**config.mk**
```make
export PLATFORM = sky130hd
export DESIGN_NAME = bist_signature_analyzer
export DESIGN_NICKNAME = d
export VERILOG_FILES = /design/src/rtl/bist_signature_analyzer.sv
export SDC_FILE = /design/constraint.sdc
export NUM_CORES = 1
export LEC_CHECK = 0
export CAP_MARGIN = 20
export CELL_PAD_IN_SITES_DETAIL_PLACEMENT = 2
export CELL_PAD_IN_SITES_GLOBAL_PLACEMENT = 2
export CORE_ASPECT_RATIO = 0.75
export CORE_MARGIN = 5
export CORE_UTILIZATION = 29
export DETAILED_ROUTE_END_ITERATION = 10
export GPL_TIMING_DRIVEN = 0
export PLACE_DENSITY = 0.8
export SYNTH_ARGS = -nofsm -noshare
export SYNTH_HDL_FRONTEND = slang
export SYNTH_SLANG_ARGS = --single-unit
```
**constraint.sdc**
```tcl
create_clock -name clk -period 2.4 [get_ports clk]
set_clock_uncertainty 0.2 [all_clocks]
set_input_delay 0.36 -clock clk [delete_from_list [all_inputs] [get_ports clk]]
set_output_delay 0.36 -clock clk [all_outputs]
set_load 0.02 [all_outputs]
```
**src/rtl/bist_signature_analyzer.sv**
```systemverilog
// MISR-based signature analyzer for the BIST LED pattern generator: compresses
// NUM_PATTERNS strobed samples, then checks the result against a per-mode golden value.
module bist_signature_analyzer #(
   parameter int               WIDTH          = 16,
   parameter int               NUM_PATTERNS   = 64,
   parameter logic [WIDTH-1:0] POLY           = 16'h1021,
   parameter logic [WIDTH-1:0] SEED           = 16'h0000,
   parameter logic [WIDTH-1:0] GOLDEN_RING    = 16'h0000,
   parameter logic [WIDTH-1:0] GOLDEN_JOHNSON = 16'h0000,
   parameter logic [WIDTH-1:0] GOLDEN_LFSR    = 16'h0000
) (
   input  logic             clk,
   input  logic             rst,
   input  logic [1:0]       mode,
   input  logic             start,
   input  logic             sample_en,
   input  logic [WIDTH-1:0] led_in,
   output logic             busy,
   output logic             done,
   output logic             pass,
   output logic             aborted,
   output logic [WIDTH-1:0] signature
);

   localparam int              CW   = $clog2(NUM_PATTERNS + 1);
   localparam logic [CW-1:0]   LAST = CW'(NUM_PATTERNS - 1);
   localparam logic [1:0]      MODE_NONE = 2'b11;

   typedef enum logic [1:0] {
      S_IDLE,
      S_COMPRESS,
      S_COMPARE,
      S_DONE
   } state_t;

   state_t           r_state, w_state_next;
   logic [WIDTH-1:0] r_sig, w_sig_next, w_misr, w_golden;
   logic [CW-1:0]    r_count, w_count_next;
   logic [1:0]       r_run_mode, w_run_mode_next;
   logic             r_pass, w_pass_next;
   logic             r_aborted, w_aborted_next;
   logic             w_start_ok, w_mode_changed;

   assign w_misr = {r_sig[WIDTH-2:0], 1'b0} ^ (r_sig[WIDTH-1] ? POLY : '0) ^ led_in;
   assign w_start_ok     = start && (mode != MODE_NONE);
   assign w_mode_changed = (mode != r_run_mode);

   always_comb begin
      case (r_run_mode)
         2'b00:   w_golden = GOLDEN_RING;
         2'b01:   w_golden = GOLDEN_JOHNSON;
         2'b10:   w_golden = GOLDEN_LFSR;
         default: w_golden = '0;
      endcase
   end

   // NOTE: every next-state variable gets a default first so no path leaves one unassigned (no latches).
   always_comb begin
      w_state_next    = r_state;
      w_sig_next      = r_sig;
      w_count_next    = r_count;
      w_run_mode_next = r_run_mode;
      w_pass_next     = r_pass;
      w_aborted_next  = 1'b0;
      case (r_state)
         S_IDLE, S_DONE: begin
            if (w_start_ok) begin
               w_state_next    = S_COMPRESS;
               w_sig_next      = SEED;
               w_count_next    = '0;
               w_run_mode_next = mode;
               w_pass_next     = 1'b0;
            end
         end
         S_COMPRESS: begin
            // A mode change cancels the run; the sample in that cycle is dropped.
            if (w_mode_changed) begin
               w_state_next   = S_IDLE;
               w_aborted_next = 1'b1;
               w_pass_next    = 1'b0;
            end else if (sample_en) begin
               w_sig_next   = w_misr;
               w_count_next = r_count + 1'b1;
               if (r_count == LAST) w_state_next = S_COMPARE;
            end
         end
         S_COMPARE: begin
            if (w_mode_changed) begin
               w_state_next   = S_IDLE;
               w_aborted_next = 1'b1;
               w_pass_next    = 1'b0;
            end else begin
               w_state_next = S_DONE;
               w_pass_next  = (r_sig == w_golden);
            end
         end
         default: w_state_next = S_IDLE;
      endcase
   end

   // NOTE: sequential state uses non-blocking assignments so all registers update together.
   always_ff @(posedge clk or posedge rst) begin
      if (rst) begin
         r_state    <= S_IDLE;
         r_sig      <= SEED;
         r_count    <= '0;
         r_run_mode <= 2'b00;
         r_pass     <= 1'b0;
         r_aborted  <= 1'b0;
      end else begin
         r_state    <= w_state_next;
         r_sig      <= w_sig_next;
         r_count    <= w_count_next;
         r_run_mode <= w_run_mode_next;
         r_pass     <= w_pass_next;
         r_aborted  <= w_aborted_next;
      end
   end

   assign busy      = (r_state == S_COMPRESS) || (r_state == S_COMPARE);
   assign done      = (r_state == S_DONE);
   assign pass      = r_pass;
   assign aborted   = r_aborted;
   assign signature = r_sig;

endmodule

```
==> results of run 1 <==
final timing paths:
kind,from,to,slack [ps],cells past startpoint
worst max-delay path,r_state[1]$_DFFE_PP0P_,r_count[6]$_DFFE_PP0P_,170,8
worst min-delay path,rst,r_count[6]$_DFFE_PP0P_,250,2
worst max register to register,r_state[1]$_DFFE_PP0P_,r_count[6]$_DFFE_PP0P_,170,8
worst min register to register,r_count[1]$_DFFE_PP0P_,r_count[1]$_DFFE_PP0P_,340,1
max in group asynchronous,rst,signature[0]$_DFFE_PP0P_,1260,3
min in group clk,r_count[1]$_DFFE_PP0P_,r_count[1]$_DFFE_PP0P_,340,1
sequential cells by signal, indices dropped and copies added, names as in the netlist:
register / flops
pass: 1
signature: 16
r_state: 2
aborted: 1
r_count: 7
r_run_mode: 2
cells in the mapped netlist (all sizes together) (5+ instances only):
master	n
clkbuf	5
dfrtp	29
nand2	23
nor2	10
o21ai	37
xnor2	6
xor2	16
critical path: stages (launching register included):
cell and delay, ps:
dfrtp_1 400, inv_1 100, ha_1 150, clkbuf_4 220, nand2_1 170, nor3_2 230, o21ai_1 160, buf_6 170
a221o_1 330
cells by family after synthesis:
logic type                 Yosys count  synth area share
adders and majority gates            4           0.02976
DFF                                 29            0.4315
AOI/OAI and AO/OA                   54            0.2098
buffers and inverters               13           0.03720
muxes                                2           0.01339
xor gates and xnor gates            22            0.1235
and+or+nand+nor                     54            0.1548
timing repair:
item | 4_1_cts | 5_1_grt
setup buffers | 0 | 2
endpoints found under the hold margin | 0 | 0
hold buffers | 0 | 0
setup endpoints to repair | 2 | 11
gates resized for setup | 2 | 4
layout make-up:
class | count | area [µm²]
flip-flops and latches | 29 | 725.7
multi-input cells | 136 | 913.4
clock inverters | 2 | 10.01
repair buffers | 44 | 451.7
plain buffers | 9 | 50.05
well taps | 78 | 97.59
fillers | 642 | 3400
clock buffers | 6 | 72.57
inverters | 4 | 15.01
power breakdown:
part           switching (mW)  leakage, nW  internal (mW)  total (mW)
combinational            1.09        0.570          0.729        1.82
sequential              0.203        0.378          0.664       0.866
clock                   0.198       0.0450          0.201       0.399
total                    1.49        0.992           1.59        3.09
cell usage in the layout (no fill, tap or decap), types with 2 or more instances in the layout:
cell / n
o21ai_1: 2
a21oi_1: 4
dfrtp_1: 29
nor2_1: 10
nand4_1: 2
nand2_1: 23
clkbuf_1: 4
clkinv_2: 2
a221o_1: 2
clkbuf_8: 5
xnor2_1: 6
clkdlybuf4s50_1: 40
xor2_2: 2
xor2_1: 14
nand3_1: 4
nor4_1: 3
o21ai_0: 35
a22o_1: 2
buf_4: 2
buf_2: 3
and3_1: 4
ha_1: 4
inv_1: 4
mux2_2: 2
per-layer routing:
layer,part of all wire,global-route usage
met5,0,0
met2,0.50,0.2595
met4,0.010,0.04149
met1,0.46,0.1951
met3,0.026,0.03303
==> results.toml, run 1 <==
[setup_path]
critical_path_class = "flip-flop to flip-flop"
worstPathArrival_ps = 2200
worst-path-max-fanout = 10
start_kind = "flip-flop"
worstPathRequired_ps = 2370
end_kind = "flip-flop"

[synth]
syn_nets = 204
yosysTopAreaCellShare = 0.4315
yosys.area.top_type = "dfrtp_1"
synth.distinct_cells = 37
synth_edf_count = 0
yosysWarnings = 0
synth_flop_cell = "dfrtp_1"
ys_async_sr_fraction = 1.000
synth_area_leaders = "dfrtp_1 (43%), o21ai_0 (10%), xor2_1 (7.3%), nand2_1 (5.1%), xnor2_1 (3.1%)"
syn_avg_cell_area_um2 = 9.447
ys_seq_area_frac = 0.4315
syn_area_mm2 = 0.001682
synth-seq-cells = 29
synth_cells = 178

[timing]
slew_violations = 0
rsz0062_at_grt = "no"
layout_setup_ws_ps = 169.0
whs_ps = 248.9
min_period_ps = 2231
slew_headroom = 0.6173
finalSetupViolations = 0
hold_violations = 0
tns_ps = 0
post-route-period-util = 0.9296
worstMarginPinSlew_ps = 573.4
max_freq_mhz = 448.2

[routing]
drt-total-wl_um = 5569
drtAntennaViolNets = 0
post-route-drc-count = 0
vias_per_cell = 5.003
drt_iter0_markers = 50
via_count = 1541
avgRoutedWirePerCell_um = 18.08
dr.pass1.iters = 4

[global_route]
grt_util_all_layers = 0.1525
grt_pass1_vias = 1709
grt_overflow = 0
grt_max_degree = 19
antenna_found_initial = 0
grt_pass1_wl_um = 8983

[die]
row_count = 24
start_util = 0.2932
die_w_um = 97.93
ios = 42
die_h_um = 75.95
dieArea_mm2 = 0.007437
coreArea_mm2 = 0.005736

[finish]
num_antenna_cells = 0
syn_to_final_growth_pct = 38.91
nets = 255
stdcell_count = 308
fin_util = 0.4073
design_area_mm2 = 0.002336
drive_gt1_frac = 0.1174

[clocking]
clk_pin_slew_ps = 70
clock_sinks = 29
cts_buffers = 5
cts_tree = "yes"
cts_root_buf = "clkbuf_8"
htreeDepth = 2
clockBufferDepth = 2
clk_latency_ps = 280

[run_status]
run_status = "complete, no violations"

[pwr]
p_leak_nw = 0.9923
powerDensity_mw_per_mm2 = 1321
vdd_ir_drop_max_mv = 0.4405
power_mw = 3.086

[place]
io_buffers = 41
place_congestion = 0.7323
placed_cell_area_mm2 = 0.002217
hpwlAfterDp_um = 4285
dp.cells = 298
dp_slack_ps = -74.38

[min_path]
hp-class = "input port to asynchronous set/reset pin"

[job]
max-cap-violations = 0
No activity file was read; power rests on OpenSTA's default activity.
==> run 2, diff against run 1 <==
--- a/config.mk
+++ b/config.mk
@@ -5,15 +5,16 @@
 export SDC_FILE = /design/constraint.sdc
 export NUM_CORES = 1
 export LEC_CHECK = 0
+export ABC_AREA = 1
 export CAP_MARGIN = 20
 export CELL_PAD_IN_SITES_DETAIL_PLACEMENT = 2
 export CELL_PAD_IN_SITES_GLOBAL_PLACEMENT = 2
 export CORE_ASPECT_RATIO = 0.75
 export CORE_MARGIN = 5
-export CORE_UTILIZATION = 29
+export CORE_UTILIZATION = 27
 export DETAILED_ROUTE_END_ITERATION = 10
 export GPL_TIMING_DRIVEN = 0
-export PLACE_DENSITY = 0.8
+export PLACE_DENSITY = 0.81
 export SYNTH_ARGS = -nofsm -noshare
 export SYNTH_HDL_FRONTEND = slang
 export SYNTH_SLANG_ARGS = --single-unit
==> run 2 against run 1 <==
  * Largest power group unchanged
  * Wire length down 0.56%
  * Critical path depth decreased by 4
  * First-iteration DRC count shrank 2.0%
  * Clock power up 5%
  * Register-to-register slack gained 290 ps
  * Synthesized cell count grew 35%
  * Combinational power down 6%
  * Critical path type is now flip-flop to output pin
  * Via count increased by 7.1%
  * Die area up 11%
  * Cell count is 20% higher
  * Cell area grew 2.0%
==> results.toml, run 2 <==
[run_status]
run_status = "complete, no violations"

[die]
ios = 42
start_util = 0.2784
row_count = 25
die_w_um = 103.2
die_h_um = 79.91
dieArea_mm2 = 0.008247
coreArea_mm2 = 0.006319

[global_route]
grt_overflow = 0
grt_pass1_wl_um = 9094
grt_pass1_vias = 1834
antenna_found_initial = 0
grt_max_degree = 19
grt_util_all_layers = 0.1442

[pwr]
p_int_mw = 1.589
p_sw_frac = 0.4744
clkPwrFrac = 0.138
power_frac_comb = 0.565
vdd_ir_drop_max_mv = 0.3775
powerDensity_mw_per_mm2 = 1268
power_mw = 3.022
p_leak_nw = 1.155
p_sw_mw = 1.434
p_seq_frac = 0.297

[routing]
vias_per_cell = 4.447
via_count = 1650
drtAntennaViolNets = 0
drt-total-wl_um = 5538
routed-wl-met3_um = 150
dr.pass1.iters = 4
drt_iter0_markers = 49
met1_length_um = 2733
avgRoutedWirePerCell_um = 14.93
post-route-drc-count = 0
wl_met2_um = 2633
top_layer_used = "met4"

[setup_path]
critical_path_class = "flip-flop to output pin"
worstPathRequired_ps = 1840
start_kind = "flip-flop"
end_kind = "output pin"
worst-path-max-fanout = 6
rr_startpoint = "r_state[0]$_DFFE_PP0P_"
worstPathArrival_ps = 1600
worstSetupStartpoint = "r_state[0]$_DFFE_PP0P_"

[timing]
min_period_ps = 2157
finalSetupViolations = 0
slew_violations = 0
worstMarginPinSlew_ps = 587.6
post-route-period-util = 0.8989
tns_ps = 0
slew_headroom = 0.6078
max_freq_mhz = 463.5
hold_violations = 0
rsz0062_at_grt = "no"

[min_path]
hp-class = "input port to asynchronous set/reset pin"

[place]
hpwlAfterDp_um = 4321
dp.cells = 364
io_buffers = 41
place_congestion = 0.7247

[clocking]
ctsHoldBuffers = 0
post_cts_buffers = 0
cts_root_buf = "clkbuf_8"
htreeDepth = 2
cts_buffers = 5
cts_tree = "yes"
clock_sinks = 29
clk_latency_ps = 280
clockBufferDepth = 2
clk_pin_slew_ps = 70

[synth]
synthSimpleGateAreaFrac = 0.3706
synth_commonest_cells = "nand2_1 (102), nor2_1 (37), dfrtp_1 (29)"
syn_nets = 267
synth_area_leaders = "dfrtp_1 (41%), nand2_1 (22%), xnor2_1 (8.0%), nor2_1 (7.9%), inv_1 (3.2%)"
syn_avg_cell_area_um2 = 7.300
synth-seq-cells = 29
synth_cells = 241
ys_seq_area_frac = 0.4125
synth-compound-area-share = 0.03343
synth_xor_area_frac = 0.07966
synth_adder_area_share = 0.02845
synth_edf_count = 0
syn_area_mm2 = 0.001759
synth.most_common_cell = "nand2_1"
synth_top_family_by_area = "simple AND/OR/NAND/NOR gates"
yosysTopAreaCellShare = 0.4125
ys_async_sr_fraction = 1.000
synth.distinct_cells = 23
synthMuxAreaShare = 0
yosysWarnings = 0
yosys.area.top_type = "dfrtp_1"
synth_flop_cell = "dfrtp_1"

[finish]
syn_to_final_growth_pct = 35.49
fin_util = 0.3772
stdcell_count = 371
drive_gt1_frac = 0.08276
nets = 316
fill_cells = 752
num_antenna_cells = 0
final_common_cell = "nand2_1"
layout_common_cells = "nand2_1 (102), clkdlybuf4s50_1 (40), nor2_1 (37)"
largest_reg_flops = 16

[job]
max-cap-violations = 0
## run 2: metrics by stage
stage	hold WS, ps	setup WS, ps	instance area [µm²]
floorplan	238.1	710.3	1759
global placement	286.3	261.3	2271
detailed placement	281.6	273.7	2298
CTS	271.5	224.4	2384
global route	295.1	156.8	2384
finish	243.3	242.6	2384
## run 2: power groups by stage
stage               combinational [mW]  sequential (mW)  clock (mW)
floorplan                         1.05            0.964           0
global placement                  1.68            0.892           0
detailed placement                1.75            0.906           0
CTS                               1.76            0.900       0.432
global route                      1.93            0.934       0.445
finish                            1.71            0.897       0.417
## run 2: repair_timing
action	4_1_cts	5_1_grt
resized for setup	1	0
hold endpoints to repair	0	0
setup endpoints to repair	1	0
## run 2: worst paths after layout
path / slack [ps] / endpoint / depth (start not counted)
max in group asynchronous: 1250 / signature[8]$_DFFE_PP0P_ / 3
max reg2reg: 460 / signature[9]$_DFFE_PP0P_ / 10
min reg2reg: 300 / pass$_DFFE_PP0P_ / 2
min: 240 / signature[6]$_DFFE_PP0P_ / 2
min in group clk: 300 / pass$_DFFE_PP0P_ / 2
max: 240 / busy / 4
## run 2: final cells by class
cell class                      instances  area, µm²  share of cell area
Sequential cell                        29      725.7              0.3045
Clock buffer                            7      86.33             0.03622
Timing Repair Buffer                   42      436.7              0.1832
Tap cell                               81      101.3             0.04252
Multi-Input combinational cell        187      900.9              0.3780
Inverter                               19      78.83             0.03307
Buffer                                  6      53.80             0.02257
## run 2: logic make-up (layout without fill, tap and decap cells)
kind of cell,count (synthesis),count (layout)
AND/OR/NAND/NOR,158,158
AO/OA/AOI/OAI,9,9
flip-flops,29,29
buffers and inverters,25,74
XOR/XNOR,16,16
adder cells (fa/ha/maj),4,4
## run 2: worst max-delay path, stage by stage (launching register included)
cell and delay (ps):
dfrtp_1 410, inv_1 60, ha_1 430, inv_1 90, dlygate4sd2_1 330
## run 2: per-layer routing
metal / track usage / vias up
li1: - / 828
met1: 0.1997 / 795
met2: 0.2305 / 24
met3: 0.02882 / 3
met4: 0.03234 / 0
met5: 0 / -
